[config.mk]
export PLATFORM = sky130hd
export DESIGN_NAME = mem_port_arbiter
export DESIGN_NICKNAME = d
export VERILOG_FILES = /design/src/rtl/mem_port_arbiter.sv
export SDC_FILE = /design/constraint.sdc
export NUM_CORES = 1
export LEC_CHECK = 0
export BUFFER_PORTS_ARGS = -buffer_cell sky130_fd_sc_hd__buf_2
export CAP_MARGIN = 10
export CORE_AREA = 2 2 107 109
export CTS_CLUSTER_DIAMETER = 80
export CTS_CLUSTER_SIZE = 40
export DETAILED_ROUTE_END_ITERATION = 7
export DIE_AREA = 0 0 109 111
export GPL_TIMING_DRIVEN = 0
export PLACE_DENSITY = 0.82
export SLEW_MARGIN = 20
export SYNTH_ARGS = -nofsm -noshare
export SYNTH_HDL_FRONTEND = slang
export SYNTH_SLANG_ARGS = --single-unit
[constraint.sdc]
create_clock -name clk -period 4.37 [get_ports clk]
set_input_delay 0.874 -clock clk [delete_from_list [all_inputs] [get_ports clk]]
set_output_delay 0.874 -clock clk [all_outputs]
set_load 0.01 [all_outputs]
[src/rtl/mem_port_arbiter.sv]
// mem_port_arbiter: shares one fixed-latency memory between fetch and data ports
module mem_port_arbiter #(
    parameter int WIDTH        = 32,
    parameter int MEM_LATENCY  = 2,
    parameter int STARVE_LIMIT = 4
) (
    input  logic             clk,
    input  logic             rst,
    input  logic             i_if_req,
    input  logic [WIDTH-1:0] i_if_addr,
    input  logic             i_if_flush,
    output logic             o_if_gnt,
    output logic             o_if_rvalid,
    output logic [WIDTH-1:0] o_if_rdata,
    input  logic             i_d_req,
    input  logic             i_d_we,
    input  logic [WIDTH-1:0] i_d_addr,
    input  logic [WIDTH-1:0] i_d_wdata,
    input  logic [3:0]       i_d_be,
    output logic             o_d_gnt,
    output logic             o_d_rvalid,
    output logic [WIDTH-1:0] o_d_rdata,
    output logic             o_mem_en,
    output logic             o_mem_we,
    output logic [WIDTH-1:0] o_mem_addr,
    output logic [WIDTH-1:0] o_mem_wdata,
    output logic [3:0]       o_mem_be,
    input  logic [WIDTH-1:0] i_mem_rdata,
    output logic             o_busy
);
    typedef enum logic {IDLE, WAIT} state_t;
    typedef enum logic {FETCH, DATA} owner_t;
    localparam logic [3:0] LAT = 4'(MEM_LATENCY);
    localparam logic [3:0] LIM = 4'(STARVE_LIMIT);
    state_t     r_state;
    owner_t     r_owner;
    logic       r_we;
    logic       r_flush;
    logic [3:0] r_cnt;
    logic [3:0] r_starve;
    logic       w_idle;
    logic       w_pick_if;
    logic       w_flush_now;
    assign w_idle      = r_state == IDLE;
    // fetch wins only when data is absent or fetch has been starved long enough
    assign w_pick_if   = i_if_req && (!i_d_req || r_starve == LIM);
    assign o_if_gnt    = w_idle && w_pick_if;
    assign o_d_gnt     = w_idle && i_d_req && !w_pick_if;
    assign o_mem_en    = o_if_gnt || o_d_gnt;
    assign o_mem_we    = o_d_gnt && i_d_we;
    assign o_mem_addr  = o_if_gnt ? i_if_addr : o_d_gnt ? i_d_addr : '0;
    assign o_mem_wdata = o_d_gnt ? i_d_wdata : '0;
    assign o_mem_be    = o_if_gnt ? 4'hF : o_d_gnt ? (i_d_we ? i_d_be : 4'hF) : 4'h0;
    assign o_busy      = !w_idle;
    // a flush only matters while a fetch is in flight or being granted right now
    assign w_flush_now = i_if_flush && ((!w_idle && r_owner == FETCH) || o_if_gnt);
    // issue/wait sequencing, starvation tracking and registered responses
    always_ff @(posedge clk) begin
        if (rst) begin
            r_state     <= IDLE;
            r_owner     <= FETCH;
            r_we        <= 1'b0;
            r_flush     <= 1'b0;
            r_cnt       <= '0;
            r_starve    <= '0;
            o_if_rvalid <= 1'b0;
            o_if_rdata  <= '0;
            o_d_rvalid  <= 1'b0;
            o_d_rdata   <= '0;
        end else begin
            o_if_rvalid <= 1'b0;
            o_d_rvalid  <= 1'b0;
            if (w_flush_now) r_flush <= 1'b1;
            if (w_idle) begin
                r_starve <= (!i_if_req || o_if_gnt) ? 4'd0 :
                            (o_d_gnt && r_starve != LIM) ? r_starve + 4'd1 : r_starve;
                if (o_mem_en) begin
                    r_state <= WAIT;
                    r_owner <= o_if_gnt ? FETCH : DATA;
                    r_we    <= o_mem_we;
                    r_cnt   <= LAT;
                end
            end else begin
                r_cnt <= r_cnt - 4'd1;
                if (r_cnt == 4'd1) begin
                    r_state <= IDLE;
                    r_flush <= 1'b0;
                    if (r_owner == DATA) begin
                        o_d_rvalid <= 1'b1;
                        o_d_rdata  <= r_we ? '0 : i_mem_rdata;
                    end else if (!r_flush && !i_if_flush) begin
                        o_if_rvalid <= 1'b1;
                        o_if_rdata  <= i_mem_rdata;
                    end
                end
            end
        end
    end
endmodule

# After elaboration in Yosys (flattened, before gate mapping)
# Index checks and enable logic that the tools add are counted.
# Widths: inputs -> output; s select.
[word_totals] in_bits=138 memories=0 latchBits=0 ram_bits=0 wordCells=64 reg_bits=78 romBits=0
[op_classes] n_mux=20 n_addsub=2 n_lt_le_gt_ge=0 div_mod_pow=0 shift=0 n_reduce_logical=26 eq_ne=3 bitwise=3 multipliers=0
[op_table] cell="$mux 32" n=4
[op_table] cell="$mux 4" n=7
[op_table] cell="$logic_and 1x1->1" n=9
[op_table] cell="$mux 1" n=9
[op_table] cell="$logic_not 1->1" n=5
[op_table] cell="$add 4x1->4 const B" n=1
[op_table] cell="$eq 4x1->1 const B" n=1
[op_table] cell="$eq 4x3->1 const B" n=1
[op_table] cell="$logic_or 1x1->1" n=4
[op_table] cell="$ne 4x3->1 const B" n=1
[op_table] cell="$reduce_and 2->1" n=2
[op_table] cell="$reduce_and 4->1" n=1
[op_table] cell="$reduce_bool 2->1" n=2
[op_table] cell="$reduce_or 4->1" n=1
[op_table] cell="$sub 4x1->4 const B" n=1
[op_table] cell="$not 1->1" n=3
[op_table] cell="$reduce_and 3->1" n=1
[op_table] cell="$reduce_or 3->1" n=1

# Longest topological paths before layout
[depth] ltp_word=9 mapped_depth=7

# Worst setup path before layout
# No wires, ideal clock.
[synth_path] kind="input to output" start="in i_if_req" end="out o_mem_addr[10]" t_arrival_ns=1.841 cell_stages=6 path_buffers=3 required_time_ns=3.496 slack_ns=1.655 cell_sequence="clkbuf_1 -> inv_1 -> a211oi_2 -> buf_4 -> buf_4 -> a22o_1"
[synth_between] elab_chain_len=5
[synth_lines] element="start: declaration" line_no="9" source="input logic i_if_req,"
[synth_lines] element="$logic_and 1x1->1 (*)" line_no="46" source="assign w_pick_if = i_if_req && (!i_d_req || r_starve == LIM);"
[synth_lines] element="$logic_not 1->1" line_no="48" source="assign o_d_gnt = w_idle && i_d_req && !w_pick_if;"
[synth_lines] element="$logic_and 1x1->1" line_no="48"
[synth_lines] element="$mux 32" line_no="51" source="assign o_mem_addr = o_if_gnt ? i_if_addr : o_d_gnt ? i_d_addr : '0;"
[synth_lines] element="$mux 32 (*)" line_no="51"
[synth_lines] element="end: declaration" line_no="25" source="output logic [WIDTH-1:0] o_mem_addr,"
# Mark *: on every way between the ends. The rest lies on a longest branch, timed or not.

# Final worst setup path
[layout_path] start="reg r_starve[0]" end="out o_mem_addr[15]"
[layout_between] elab_chain_len=7
[layout_lines] element="start: declaration" line_no="40" source="logic [3:0] r_starve;"
[layout_lines] element="start signal: assignment" line_no="75" source="r_starve <= (!i_if_req || o_if_gnt) ? 4'd0 :"
[layout_lines] element="$eq 4x3->1 (*)" line_no="46"
[layout_lines] element="$logic_or 1x1->1 (*)" line_no="46"
[layout_lines] element="$logic_and 1x1->1 (*)" line_no="46"
[layout_lines] element="$logic_not 1->1" line_no="48"
[layout_lines] element="$logic_and 1x1->1" line_no="48"
[layout_lines] element="$mux 32" line_no="51"
[layout_lines] element="$mux 32 (*)" line_no="51"
# Marked as above.

==> results.json <==
{
  "skew_ns": 0.00584,
  "fill_cells": 1085,
  "syn-instance-count": 453,
  "dieArea_mm2": 0.0121,
  "crit_arrival_ns": 2.29,
  "area_growth_pct": 45.8,
  "busiest_layer": "met2",
  "synth_edf_count": 0,
  "drv_slew": 0,
  "critPathCaptureType": "output port",
  "dr.pass1.iters": 6,
  "intPower_mw": 1.43,
  "synth_ff_type": "dfxtp_1",
  "yosysTopAreaCell": "dfxtp_1",
  "syn_nets": 595,
  "grt_util_met1_pct": 29.0,
  "clock.fmax_mhz": 316,
  "cts_setup_buffers": 0,
  "met2_usage_pct": 43.0,
  "grt_max_degree": 15,
  "syn-cell-area_mm2": 0.00413,
  "ys_async_sr_fraction_pct": 0,
  "clkPwrFrac_pct": 45.1,
  "clockBufferDepth": 2,
  "drc": 0,
  "drv_cap": 0,
  "cp.required_ns": 3.50,
  "p_total_mw": 1.92,
  "antenna_found_initial": 1,
  "period_share_pct": 72.3,
  "grt_pass1_vias": 4252,
  "swShare_pct": 25.4,
  "overflow": 0,
  "layout-drive-gt1-share_pct": 42.5,
  "ys_warn_count": 0,
  "avgRoutedWirePerCell_um": 16.8,
  "tightest_slew_ns": 0.555,
  "comb_power_share_pct": 16.8,
  "ios": 277,
  "powerDensity_mw_per_mm2": 319,
  "nets": 879,
  "via_count": 4478,
  "status": "finished clean",
  "cts_buffers": 9,
  "hold_violations": 0,
  "die_x_um": 109,
  "fin_setup_tns_ns": 0,
  "hold_buffers": 0,
  "power.switching_uw": 487,
  "synth_seq_cells": 78,
  "row_count": 39,
  "period_minus_slack_ns": 3.16,
  "io_buffers": 273,
  "p_leak_nw": 2.84,
  "grt_pass1_wl_mm": 22.7,
  "cts_root_buffer": "clkbuf_16",
  "insertion_delay_ns": 0.34,
  "dpl.hpwl_mm": 12.0,
  "finalSetupViolCount": 0,
  "pwr-share-seq_pct": 38.1,
  "critical_path_class": "flip-flop to output port",
  "synth_top_area_share_pct": 37.8,
  "cts_sinks": 78,
  "htree_levels": 3,
  "yosysSeqAreaShare_pct": 37.8,
  "ant_nets": 0,
  "yosys.cell_count.top_type": "dfxtp_1",
  "die_y_um": 111,
  "maxSlewHeadroom_pct": 62.8,
  "viasPerCell": 5.05,
  "yosysUniqueCellTypes": 41,
  "use_met3_pct": 6.11,
  "vdd_ir_drop_max_v": 0.000257,
  "rsz0062_at_grt": "false",
  "hp-class": "flip-flop to flip-flop",
  "drt-initial-drc-count": 243,
  "grt_usage_pct": 24.5,
  "tritoncts": "built",
  "path_max_fanout": 10,
  "routed_wl_mm": 14.9,
  "utilization_pct": 54.4,
  "clk_pin_slew_ns": 0.06,
  "core-area_mm2": 0.0111,
  "synth.cells.most_frequent": "dfxtp_1 (78), nand2b_1 (71), a21oi_1 (38), and2_1 (33), mux2i_1 (33)",
  "gp_congestion": 0.885,
  "synth_area_per_cell_um2": 9.12,
  "start_util_pct": 37.3,
  "cts_resized": 0,
  "synth_area_leaders": "dfxtp_1 (38%), nand2b_1 (11%), mux2i_1 (8.0%)",
  "startpoint_type": "flip-flop"
}
==> worst paths after layout <==
check,slack (ns),cells after the start,from,to
worst max register to register,2.51,5,r_cnt[0],o_if_rdata[29]
worst max-delay path,1.21,7,r_starve[0],o_mem_addr[15]
worst min-delay path,0.47,2,o_if_rdata[8],o_if_rdata[8]
worst min register to register,0.47,2,o_if_rdata[8],o_if_rdata[8]
==> area by class of cell <==
class	count	area (µm²)	area share, %
plain buffers	47	259	4.30
multi-input cells	321	2280	37.9
clock buffers	9	225	3.74
repair buffers	273	1370	22.7
clock inverters	7	120	1.99
well taps	143	179	2.97
flip-flops and latches	78	1560	25.9
inverters	7	26.3	0.436
diodes	1	2.50	0.0415
==> kinds of logic after synthesis <==
kind of cell             after synthesis  synth area share [%]
flip-flops                            78                  37.8
AND/OR/NAND/NOR                      167                  27.9
multiplexers                          33                  8.00
adder cells (fa/ha/maj)                4                  1.21
buffers and inverters                 54                  6.91
AO/OA/AOI/OAI                        117                  18.2
==> worst max-delay path, stage by stage, from the launching register on <==
cell and delay [ns]:
dfxtp_1 0.38, inv_1 0.06, ha_1 0.20, and3b_1 0.21
a21oi_2 0.40, buf_2 0.30, a22o_1 0.23, buf_2 0.15
==> sequential cells by signal, summed over array words and instances (netlist names), 4 cells and up <==
register and count:
r_starve 4, r_cnt 4, o_d_rdata 32, o_if_rdata 32
==> power by group through the flow <==
stage / logic (mW) / clock network [mW] / registers [mW]
global placement: 0.323 / 0 / 0.748
CTS: 0.325 / 0.883 / 0.733
global route: 0.350 / 0.910 / 0.734
finish: 0.323 / 0.866 / 0.732
floorplan: 0.165 / 0 / 0.748
detailed placement: 0.325 / 0 / 0.748
==> per-layer routing <==
metal	up-vias	routed length [µm]
met5	-	0
met4	0	181
met3	16	1120
met2	202	7600
met1	2084	6020
li1	2176	-
==> through the flow <==
step / setup slack [ns] / hold WS (ns) / cell area, µm² / std cells
4_1_cts: 1.21 / 0.471 / 6020 / 885
5_1_grt: 1.07 / 0.488 / 6020 / 886
6_report: 1.21 / 0.469 / 6020 / 886
3_5_place_dp: 1.29 / 0.460 / 5680 / 869
2_1_floorplan: 1.65 / 0.462 / 4130 / 453
3_3_place_gp: 1.29 / 0.455 / 5680 / 869
==> cell usage in the layout, fill, tap and decap left out, types with 2 or more instances in the layout <==
cell       synthesis  routed
a21o_1             5       5
mux2i_1           33      33
dfxtp_1           78      78
nand4b_1          32      32
buf_4              5       5
a21oi_1           38      38
clkbuf_16          0       9
buf_6              6       6
clkbuf_1          24      24
nand2_1            4       4
and2_1            33      33
a22o_1            32      32
inv_6              0       2
nor2b_1            4       4
buf_2             11     284
nand4_1            2       2
nor3_1             4       4
inv_1              7       7
o21ai_0           32      32
nand2b_1          71      71
ha_1               4       4
nor2_1             5       5
nand3b_1           3       3
bufinv_16          0       3
No activity file was read; power rests on OpenSTA's default activity.
